File: src/rtl/hazard_ctrl.sv
// Pipeline sequencing controller: load-use and taken-branch hazard resolution,
// data-memory wait stalls, saturating statistics and a memory-wait watchdog.
module hazard_ctrl #(
  parameter int CNT_W   = 16,
  parameter int TIMEOUT = 64
) (
  input  logic             clk,
  input  logic             rst_n,
  input  logic [4:0]       id_rs,
  input  logic [4:0]       id_rt,
  input  logic             id_uses_rt,
  input  logic             ex_memread,
  input  logic [4:0]       ex_rd,
  input  logic             mem_branch,
  input  logic             mem_zero,
  input  logic             mem_busy,
  input  logic             clr_stats,
  output logic             pc_write,
  output logic             ifid_write,
  output logic             idex_write,
  output logic             exmem_write,
  output logic             idex_bubble,
  output logic             flush,
  output logic             pcsrc,
  output logic [1:0]       state,
  output logic [CNT_W-1:0] stall_cnt,
  output logic [CNT_W-1:0] wait_cnt,
  output logic [CNT_W-1:0] flush_cnt,
  output logic             wd_err
);

  typedef enum logic [1:0] {
    ACT_RUN     = 2'd0,
    ACT_LDSTALL = 2'd1,
    ACT_MEMWAIT = 2'd2,
    ACT_FLUSH   = 2'd3
  } action_e;

  localparam int               BR_W    = $clog2(TIMEOUT + 1);
  localparam logic [BR_W-1:0]  BR_MAX  = BR_W'(TIMEOUT);
  localparam logic [CNT_W-1:0] CNT_MAX = '1;

  function automatic logic [CNT_W-1:0] sat_inc(input logic [CNT_W-1:0] v,
                                               input logic             en);
    return (en && (v != CNT_MAX)) ? v + CNT_W'(1) : v;
  endfunction

  logic    take;
  logic    lu;
  action_e action;

  action_e          state_q,     state_d;
  logic [CNT_W-1:0] stall_cnt_q, stall_cnt_d;
  logic [CNT_W-1:0] wait_cnt_q,  wait_cnt_d;
  logic [CNT_W-1:0] flush_cnt_q, flush_cnt_d;
  logic [BR_W-1:0]  busy_run_q,  busy_run_d;
  logic             wd_err_q,    wd_err_d;

  // Hazard detection; register 0 is hardwired so it can never cause a stall.
  always_comb begin
    take = mem_branch & mem_zero;
    lu   = ex_memread && (ex_rd != 5'd0) &&
           ((ex_rd == id_rs) || (id_uses_rt && (ex_rd == id_rt)));
  end

  // Action decode and control outputs, purely combinational so they act this cycle.
  always_comb begin
    // NOTE: every output gets a default first so no path leaves it unassigned (no latch).
    action      = ACT_RUN;
    pc_write    = 1'b1;
    ifid_write  = 1'b1;
    idex_write  = 1'b1;
    exmem_write = 1'b1;
    idex_bubble = 1'b0;
    flush       = 1'b0;
    pcsrc       = 1'b0;
    if (take) begin
      // A taken branch redirects fetch even if memory is busy this cycle.
      action = ACT_FLUSH;
      flush  = 1'b1;
      pcsrc  = 1'b1;
    end else if (mem_busy) begin
      action      = ACT_MEMWAIT;
      pc_write    = 1'b0;
      ifid_write  = 1'b0;
      idex_write  = 1'b0;
      exmem_write = 1'b0;
    end else if (lu) begin
      // Hold PC and IF/ID, inject a bubble into EX; the load advances normally.
      action      = ACT_LDSTALL;
      pc_write    = 1'b0;
      ifid_write  = 1'b0;
      idex_bubble = 1'b1;
    end
  end

  // Next-state for the action history, statistics and watchdog.
  always_comb begin
    state_d     = action;
    stall_cnt_d = sat_inc(stall_cnt_q, action == ACT_LDSTALL);
    wait_cnt_d  = sat_inc(wait_cnt_q,  action == ACT_MEMWAIT);
    flush_cnt_d = sat_inc(flush_cnt_q, action == ACT_FLUSH);
    if (clr_stats) begin
      stall_cnt_d = '0;
      wait_cnt_d  = '0;
      flush_cnt_d = '0;
    end

    if (!mem_busy)
      busy_run_d = '0;
    else if (busy_run_q == BR_MAX)
      busy_run_d = busy_run_q;
    else
      busy_run_d = busy_run_q + BR_W'(1);

    // Set on the edge that brings the run to TIMEOUT; only reset clears it.
    wd_err_d = wd_err_q | (busy_run_d == BR_MAX);
  end

  always_ff @(posedge clk or negedge rst_n) begin
    if (!rst_n) begin
      state_q     <= ACT_RUN;
      stall_cnt_q <= '0;
      wait_cnt_q  <= '0;
      flush_cnt_q <= '0;
      busy_run_q  <= '0;
      wd_err_q    <= 1'b0;
    end else begin
      // NOTE: non-blocking assignments so every flop samples pre-edge values.
      state_q     <= state_d;
      stall_cnt_q <= stall_cnt_d;
      wait_cnt_q  <= wait_cnt_d;
      flush_cnt_q <= flush_cnt_d;
      busy_run_q  <= busy_run_d;
      wd_err_q    <= wd_err_d;
    end
  end

  assign state     = state_q;
  assign stall_cnt = stall_cnt_q;
  assign wait_cnt  = wait_cnt_q;
  assign flush_cnt = flush_cnt_q;
  assign wd_err    = wd_err_q;

endmodule

File: config.mk
export PLATFORM = sky130hd
export DESIGN_NAME = hazard_ctrl
export DESIGN_NICKNAME = d
export VERILOG_FILES = /design/src/rtl/hazard_ctrl.sv
export SDC_FILE = /design/constraint.sdc
export NUM_CORES = 1
export LEC_CHECK = 0
export BUFFER_PORTS_ARGS = -buffer_cell sky130_fd_sc_hd__buf_2
export CAP_MARGIN = 20
export CORE_MARGIN = 8
export CORE_UTILIZATION = 53
export DETAILED_ROUTE_END_ITERATION = 16
export PLACE_DENSITY = 0.8
export SYNTH_ARGS = -nofsm -noshare
export SYNTH_HDL_FRONTEND = slang
export SYNTH_SLANG_ARGS = --single-unit
File: constraint.sdc
create_clock -name clk -period 2.73 [get_ports clk]
set_clock_uncertainty 0.2 [all_clocks]
set_input_delay 0.4095 -clock clk [delete_from_list [all_inputs] [get_ports clk]]
set_output_delay 0.4095 -clock clk [all_outputs]
set_load 0.005 [all_outputs]
==> impl_metrics.py, run 1 <==
metrics = {
    "worst_setup_path": {
        "required_ns": 2.12,
        "critPathArrivalTime_ns": 1.86,
        "critPathMaxFanout": 4,
        "cp.depth": 7,
        "cpMostUsedCell": "buf_2",
        "startpoint": "ex_rd[1]",
        "cpPeakStageDelay_ns": 0.54,
        "crit_slowest_cell": "or4_1",
        "crit_path_cell_trace": "buf_2, or4_1, o21ai_2, nand2b_1, inv_1, o21ai_0, buf_2",
        "rrSetupSlack_ns": 0.49,
        "cpLargestDelayFamily": "simple AND/OR/NAND/NOR gates",
        "r2r-start": "stall_cnt[0]",
        "crit_buf_inv": 3,
        "crit_type": "in2out",
        "r2r_end": "stall_cnt[9]",
        "endpoint_kind": "primary output",
        "cp-start-kind": "input pin",
        "ff2ff_path_depth": 7,
    },
    "min_path": {
        "hp-class": "in2reg",
        "hp-start": "mem_busy",
        "whs_path_depth": 2,
        "min_to": "busy_run_q[3]",
    },
    "logic_synthesis": {
        "yosysMostFrequentCell": "nor2_1",
        "synth_edf_count": 0,
        "ys_seq_area_frac": 0.457,
        "synthXorXnorAreaFrac": 0.143,
        "synth_cell_types": 46,
        "synth_flop_cell": "dfrtp_1",
        "yosys-top-cells-count": "nor2_1, dfrtp_1, xnor2_1",
        "syn_area_per_cell_sq_um": 9.37,
        "syn_nets": 367,
        "synth_top_family_by_area": "simple AND/OR/NAND/NOR gates",
        "synth_area_leader_cell": "dfrtp_1",
        "syn_area_sq_mm": 0.00318,
        "synth-warning-count": 0,
        "synth_fa_ha_area_frac": 0.0197,
        "netlist.area_leader.share": 0.457,
        "muxShareOfSynthArea": 0.0134,
        "ys_async_sr_fraction": 1.00,
        "synthSimpleGateAreaFrac": 0.271,
        "ys_ff_latch": 58,
        "synth_cells": 339,
        "netlist_top_cells_area": "dfrtp_1, xnor2_1, nor2_1, xor2_1, nand3_1",
        "synth-compound-area-share": 0.0677,
    },
    "grt": {
        "gr-usage-all-layers": 0.182,
        "grt_first_pass_wirelength_mm": 12.9,
        "grt_start_max_net_pins": 35,
        "grt_pass1_vias": 2720,
        "antenna_found_initial": 0,
        "overflow": 0,
    },
    "route": {
        "vias": 2720,
        "totalWireLength_mm": 7.54,
        "drt_iter0_markers": 112,
        "routed_via_density": 5.42,
        "wire_per_inst_um": 15.0,
        "detail-route-antenna-nets": 0,
        "drc": 0,
        "firstDrtPassIters": 4,
    },
    "placement": {
        "dp.cells": 486,
        "globalplace.congestion": 0.854,
        "hpwl_mm": 5.59,
        "pre_cts_slack_ns": 0.255,
        "port_buffers": 80,
    },
    "sta": {
        "slew_headroom": 0.593,
        "slew_viol_final": 0,
        "report.final.hold_viol_count": 0,
        "hold_ws_ns": 0.226,
        "fmax_ghz": 0.404,
        "finalSetupViolCount": 0,
        "setup_ws_ns": 0.258,
        "finalSetupTns_ns": 0,
        "period_needed_ns": 2.47,
        "timing.final.crit_share": 0.906,
        "rsz0062_at_grt": "false",
        "tightest_slew_ns": 0.611,
    },
    "final_layout": {
        "nets": 451,
        "syn_to_final_growth_pct": 21.3,
        "nFillCells": 461,
        "stdcell_count": 502,
        "ff_latch_area_sq_mm": 0.00145,
        "n_antenna_cell": 0,
        "drive_gt1_frac": 0.251,
        "multi_input_area_sq_mm": 0.00164,
    },
    "power_and_ir_drop": {
        "internal_power_mw": 1.37,
        "ir_worst_vdd_v": 0.000305,
        "switchingPower_mw": 0.425,
        "combPwrFrac": 0.083,
        "sequentialPowerShare": 0.491,
        "p_total_mw": 1.80,
        "p_leak_nw": 1.83,
        "sw_frac_of_total": 0.237,
        "power_density_mw_per_mm2": 466,
        "power_frac_clock": 0.426,
    },
    "die": {
        "core_sq_mm": 0.00585,
        "start_util": 0.543,
        "dieArea_sq_mm": 0.00873,
        "die_y_um": 93.4,
        "num_io_pins": 81,
        "die_width_um": 93.4,
        "rows": 28,
    },
    "clocking": {
        "cts_setup_buffers": 0,
        "cts_buffers": 9,
        "cts_tree": "yes",
        "htree_num_levels": 3,
        "clock-sinks": 58,
        "cts-root-buf": "clkbuf_8",
        "clk_pin_slew_ns": 0.06,
        "post_cts_resized": 0,
        "clockBufferDepth": 2,
        "clock_latency_ns": 0.34,
    },
    "run": {
        "drv_cap": 0,
    },
    "outcome": {
        "status": "completed",
    },
}
kinds of logic (layout without fill, tap and decap cells):
logic type               count (synthesis)  after routing
adder cells (fa/ha/maj)                  5              5
buffers and inverters                   20            108
flip-flops                              58             58
XOR/XNOR                                52             52
AO/OA/AOI/OAI                           31             31
AND/OR/NAND/NOR                        169            169
multiplexers                             4              4
flip-flops by register name, indices dropped and copies added, names as in the netlist:
signal / flops
busy_run_q: 7
flush_cnt: 16
stall_cnt: 16
state: 2
wait_cnt: 16
wd_err: 1
worst reg2reg max path: stages (launching register included):
cell and delay (ns):
dfrtp_1 0.41, ha_1 0.28, nand3_1 0.15, nor4_2 0.08, nor3_4 0.26, nand4b_1 0.27, or3_1 0.38, a21oi_1 0.15
layout make-up:
| cell class | count | area share |
|---|---|---|
| clock inverter | 3 | 0.0104 |
| multi-input combinational | 261 | 0.425 |
| inverter | 7 | 0.00682 |
| sequential | 58 | 0.377 |
| timing repair buffer | 86 | 0.119 |
| tap | 75 | 0.0243 |
| clock buffer | 12 | 0.0377 |
layer usage:
| metal | track usage | vias to the layer above | wire, um |
|---|---|---|---|
| li1 | - | 1328 | - |
| met1 | 0.217 | 1315 | 3220 |
| met2 | 0.293 | 61 | 3710 |
| met3 | 0.0657 | 16 | 478 |
| met4 | 0.0685 | 0 | 127 |
| met5 | 0 | - | 0 |
how the worst max path moves through the flow:
| stage | to | slack [ns] |
|---|---|---|
| 2_1_floorplan | pc_write | 0.34 |
| 3_3_place_gp | ifid_write | 0.34 |
| 3_5_place_dp | ifid_write | 0.26 |
| 4_1_cts | ifid_write | 0.25 |
| 5_1_grt | ifid_write | 0.12 |
| 6_report | ifid_write | 0.26 |
cells in the final DEF, fill, tap and decap left out, types with 6 or more instances in the layout:
| cell | n |
|---|---|
| buf_2 | 80 |
| xor2_1 | 24 |
| a21oi_1 | 7 |
| o21ai_0 | 8 |
| nand2_1 | 27 |
| inv_1 | 7 |
| dfrtp_1 | 58 |
| or3_1 | 6 |
| xnor2_1 | 28 |
| nor2_1 | 59 |
| clkbuf_8 | 10 |
| nand4_1 | 12 |
| nand3_1 | 23 |
power groups by stage:
stage	clock, mW	combinational [mW]	sequential [mW]
global route	0.822	0.169	0.883
detailed placement	0	0.151	0.897
global placement	0	0.146	0.896
CTS	0.783	0.152	0.881
floorplan	0	0.0826	0.894
finish	0.765	0.150	0.882
what timing repair did:
item,in CTS,in global routing
setup endpoints to repair,0,0
hold buffers,1,0
endpoints found under the hold margin,24,0
metrics by stage:
step | area [sq um] | utilization
finish | 3850 | 0.659
global route | 3850 | 0.659
CTS | 3850 | 0.659
detailed placement | 3660 | 0.626
global placement | 3660 | 0.626
floorplan | 3180 | -
Power figures use the tool's default switching activity.
==> run 2, diff against run 1 <==
--- a/config.mk
+++ b/config.mk
@@ -8,9 +8,9 @@
 export BUFFER_PORTS_ARGS = -buffer_cell sky130_fd_sc_hd__buf_2
 export CAP_MARGIN = 20
 export CORE_MARGIN = 8
-export CORE_UTILIZATION = 53
+export CORE_UTILIZATION = 50
 export DETAILED_ROUTE_END_ITERATION = 16
-export PLACE_DENSITY = 0.8
+export PLACE_DENSITY = 0.76
 export SYNTH_ARGS = -nofsm -noshare
 export SYNTH_HDL_FRONTEND = slang
 export SYNTH_SLANG_ARGS = --single-unit
==> run 2 against run 1 <==
Against the previous run: first-iteration DRC count is 17% higher; final cell count increased by 0.60%; largest power group unchanged; maximum frequency down 3.8%.
==> impl_metrics.py, run 2 (synthesized netlist as in run 1, its figures left out) <==
metrics = {
    "worst_setup_path": {
        "r2r-start": "stall_cnt[0]",
        "crit_path_cell_trace": "buf_2, or4_1, o21ai_2, nand2b_1, inv_1, o21ai_0, buf_2",
        "crit_slowest_cell": "or4_1",
        "required_ns": 2.12,
        "ff2ff_path_depth": 7,
        "crit_buf_inv": 3,
        "startpoint": "ex_rd[1]",
        "critPathMaxFanout": 4,
        "cpMostUsedCell": "buf_2",
        "cp-start-kind": "input pin",
        "crit_type": "in2out",
        "cpPeakStageDelay_ns": 0.54,
        "critPathArrivalTime_ns": 1.96,
        "cpLargestDelayFamily": "simple AND/OR/NAND/NOR gates",
        "r2r_end": "stall_cnt[11]",
        "endpoint_kind": "primary output",
        "rrSetupSlack_ns": 0.50,
    },
    "grt": {
        "grt_first_pass_wirelength_mm": 12.2,
        "gr-usage-all-layers": 0.166,
        "grt_pass1_vias": 2625,
        "overflow": 0,
        "grt_start_max_net_pins": 34,
        "antenna_found_initial": 0,
    },
    "sta": {
        "rsz0062_at_grt": "false",
        "slew_viol_final": 0,
        "finalSetupTns_ns": 0,
        "timing.final.crit_share": 0.941,
        "slew_headroom": 0.594,
        "tightest_slew_ns": 0.609,
        "fmax_ghz": 0.389,
        "report.final.hold_viol_count": 0,
        "setup_ws_ns": 0.161,
        "period_needed_ns": 2.57,
        "finalSetupViolCount": 0,
    },
    "final_layout": {
        "layout_common_cells": "buf_2, nor2_1, dfrtp_1",
        "nets": 451,
        "nFillCells": 554,
        "n_antenna_cell": 0,
        "drive_gt1_frac": 0.257,
        "syn_to_final_growth_pct": 22.0,
        "stdcell_count": 505,
        "final_common_cell": "buf_2",
    },
    "placement": {
        "hpwl_mm": 5.37,
        "port_buffers": 80,
        "pre_cts_slack_ns": 0.206,
        "globalplace.congestion": 0.853,
        "dp.cells": 488,
    },
    "route": {
        "drt_iter0_markers": 131,
        "routed_via_density": 5.31,
        "wire_per_inst_um": 14.4,
        "detail-route-antenna-nets": 0,
        "drc": 0,
        "vias": 2684,
        "totalWireLength_mm": 7.26,
        "firstDrtPassIters": 4,
    },
    "die": {
        "dieArea_sq_mm": 0.00916,
        "start_util": 0.509,
        "rows": 29,
        "core_sq_mm": 0.00624,
        "die_y_um": 95.7,
        "die_width_um": 95.7,
        "num_io_pins": 81,
    },
    "clocking": {
        "htree_num_levels": 3,
        "clock_latency_ns": 0.32,
        "clockBufferDepth": 2,
        "clk_pin_slew_ns": 0.06,
        "cts-root-buf": "clkbuf_8",
        "clock-sinks": 58,
        "cts_setup_buffers": 0,
        "cts_buffers": 9,
        "cts_tree": "yes",
    },
    "power_and_ir_drop": {
        "p_leak_nw": 1.84,
        "power_density_mw_per_mm2": 469,
        "p_total_mw": 1.82,
        "ir_worst_vdd_v": 0.000383,
    },
    "outcome": {
        "status": "completed",
    },
    "min_path": {
        "min_to": "busy_run_q[1]",
        "whs_path_depth": 2,
        "hp-start": "mem_busy",
        "hp-class": "in2reg",
    },
    "run": {
        "drv_cap": 0,
    },
}
==> run 2: changes by cell type in the layout (fill, tap and decap cells not counted) <==
cell	previous run	this run
clkinvlp_4	0	1
clkbuf_1	2	0
clkinv_2	2	3
clkbuf_8	10	11
==> run 2: repair_timing <==
action,in CTS,in global routing
hold buffers,1,0
gates resized for setup,0,0
endpoints found under the hold margin,25,0
==> run 2: report_power, final <==
part,internal [mW],switching (mW)
logic,0.0621,0.0868
registers,0.870,0.0108
clock network,0.466,0.324
==> run 2: metrics by stage <==
| stage | utilization | hold WS (ns) | area (sq um) |
|---|---|---|---|
| finish | 0.621 | 0.257 | 3880 |
| global route | 0.621 | 0.257 | 3880 |
| CTS | 0.621 | 0.243 | 3880 |
| detailed placement | 0.587 | 0.254 | 3660 |
| global placement | 0.587 | 0.259 | 3660 |
| floorplan | - | -0.0861 | 3180 |
==> run 2: area by class of cell <==
class / instances / area, sq um / area share
multi-input cells: 261 / 1640 / 0.423
flip-flops and latches: 58 / 1450 / 0.374
repair buffers: 86 / 460 / 0.119
clock buffers: 11 / 151 / 0.0391
well taps: 77 / 96.3 / 0.0249
clock inverters: 5 / 52.6 / 0.0136
inverters: 7 / 26.3 / 0.00678
==> run 2: routing by layer <==
metal	up-vias	global-route usage	routed length (um)
met5	-	0	0
met4	0	0.0551	41
met3	2	0.0382	407
met2	57	0.284	3630
met1	1296	0.202	3180
li1	1329	-	-
==> run 2: worst max-delay path by stage <==
| stage | to | slack [ns] | cells after the start |
|---|---|---|---|
| 2_1_floorplan | pc_write | 0.34 | 6 |
| 3_3_place_gp | pc_write | 0.26 | 7 |
| 3_5_place_dp | pc_write | 0.21 | 7 |
| 4_1_cts | pc_write | 0.20 | 7 |
| 5_1_grt | pc_write | 0.07 | 7 |
| 6_report | pc_write | 0.16 | 7 |
==> run 3, diff against run 2 <==
==> constraint.sdc (replaced) <==
create_clock -name clk -period 2.73 [get_ports clk]
set_clock_uncertainty 0.2 [all_clocks]
set_input_delay 0.1365 -clock clk [delete_from_list [all_inputs] [get_ports clk]]
set_output_delay 0.1365 -clock clk [all_outputs]
set_load 0.005 [all_outputs]
==> run 3 against run 2 <==
Against the previous run: worst hold slack got worse by 0.24 ns; largest cell class unchanged; non-clock buffer count increased by 1; critical path type is now reg2reg; critical endpoint is now stall_cnt[13]; via count is 1.8% higher; routed wire length fell by 1.5%.
==> impl_metrics.py, run 3 (synthesized netlist as in run 1, its figures left out) <==
metrics = {
    "clocking": {
        "cts-root-buf": "clkbuf_8",
        "cts_buffers": 9,
        "clock_latency_ns": 0.32,
        "cts_hold_buf": 3,
        "htree_num_levels": 3,
        "cts_tree": "yes",
        "clockBufferDepth": 2,
        "clock-sinks": 58,
        "clk_pin_slew_ns": 0.06,
        "post_cts_resized": 0,
        "cts_setup_buffers": 0,
    },
    "worst_setup_path": {
        "required_ns": 2.78,
        "crit_slowest_cell": "dfrtp_1",
        "cpPeakStageDelay_ns": 0.41,
        "critPathArrivalTime_ns": 2.28,
        "crit_type": "reg2reg",
        "critPathMaxFanout": 5,
        "endpoint_kind": "flip-flop",
        "cp-start-kind": "flip-flop",
        "crit_buf_inv": 0,
        "crit_path_cell_trace": "ha_1, nand3_1, nor4_2, nor4_1, nand2_1, or3_1, a21oi_1",
        "cpLargestDelayFamily": "simple AND/OR/NAND/NOR gates",
    },
    "grt": {
        "grt_start_max_net_pins": 59,
        "gr-usage-all-layers": 0.166,
        "grt_pass1_vias": 2656,
        "grt_first_pass_wirelength_mm": 12.1,
        "overflow": 0,
        "antenna_found_initial": 0,
    },
    "sta": {
        "fmax_ghz": 0.447,
        "report.final.hold_viol_count": 0,
        "tightest_slew_ns": 0.712,
        "finalSetupViolCount": 0,
        "timing.final.crit_share": 0.819,
        "finalSetupTns_ns": 0,
        "slew_viol_final": 0,
        "slew_headroom": 0.525,
        "rsz0062_at_grt": "false",
        "setup_ws_ns": 0.494,
        "period_needed_ns": 2.24,
    },
    "final_layout": {
        "nets": 452,
        "layout_common_cells": "buf_2, nor2_1, dfrtp_1",
        "utilization": 0.618,
        "design_area_sq_mm": 0.00386,
        "drive_gt1_frac": 0.248,
        "syn_to_final_growth_pct": 21.4,
        "n_antenna_cell": 0,
        "final_common_cell": "buf_2",
    },
    "route": {
        "firstDrtPassIters": 4,
        "totalWireLength_mm": 7.15,
        "vias": 2733,
        "routed_via_density": 5.41,
        "wire_per_inst_um": 14.2,
        "drc": 0,
        "detail-route-antenna-nets": 0,
        "drt_iter0_markers": 51,
    },
    "power_and_ir_drop": {
        "power_density_mw_per_mm2": 462,
        "ir_worst_vdd_v": 0.000299,
        "p_leak_nw": 1.83,
    },
    "placement": {
        "port_buffers": 80,
        "pre_cts_slack_ns": 0.517,
        "dpl_cell_area_sq_mm": 0.00364,
        "hpwl_mm": 5.26,
        "globalplace.congestion": 0.849,
    },
    "die": {
        "start_util": 0.509,
        "die_y_um": 95.7,
        "num_io_pins": 81,
        "dieArea_sq_mm": 0.00916,
        "rows": 29,
        "die_width_um": 95.7,
        "core_sq_mm": 0.00624,
    },
    "min_path": {
        "hp-class": "in2reg",
    },
    "outcome": {
        "status": "completed",
    },
    "run": {
        "drv_cap": 0,
    },
}
==> run 3: cell types whose count changed in the layout (fill, tap and decap cells not counted), sizes merged <==
| cell | delta |
|---|---|
| dlygate4sd3 | +2 |
| buf | -1 |
| clkbuf | +1 |
| clkinv | -1 |
| clkinvlp | -1 |
==> run 3: final timing paths <==
check / start / endpoint / slack (ns) / cells past startpoint
worst min register to register: wd_err / wd_err / 0.27 / 1
max in group asynchronous: rst_n / stall_cnt[11] / 1.57 / 3
worst max-delay path: stall_cnt[0] / stall_cnt[13] / 0.49 / 7
min in group asynchronous: rst_n / busy_run_q[3] / 0.29 / 3
worst min-delay path: mem_zero / state[1] / 0.02 / 3
worst max register to register: stall_cnt[0] / stall_cnt[13] / 0.49 / 7
==> run 3: cell type report <==
cell class                      count  area, sq um
Sequential cell                    58         1450
Clock inverter                      3         40.0
Multi-Input combinational cell    261         1640
Clock buffer                       12          145
Tap cell                           77         96.3
Fill cell                         541         2380
Inverter                            7         26.3
Timing Repair Buffer               87          460
==> run 3: power breakdown <==
group / internal [mW] / switching [mW]
clock: 0.439 / 0.312
combinational: 0.0612 / 0.0872
sequential: 0.870 / 0.0111
total: 1.37 / 0.411
==> run 3: per-stage QoR <==
stage	instances	hold WS (ns)	total power, mW
floorplan	339	-0.359	0.977
global placement	487	0.126	1.04
detailed placement	487	0.127	1.04
CTS	505	0.0203	1.81
global route	505	0.0422	1.86
finish	505	0.0215	1.78
==> run 3: worst register-to-register path, cell delays in order, from the launching register on <==
cell and delay (ns):
dfrtp_1 0.41, ha_1 0.26, nand3_1 0.14, nor4_2 0.07
nor4_1 0.38, nand2_1 0.17, or3_1 0.37, a21oi_1 0.16
==> run 3: per-layer routing <==
metal  global-route usage  share of wire
met1                0.198           0.43
met2                0.277           0.49
met3               0.0429          0.068
met4               0.0730         0.0081
met5                    0              0
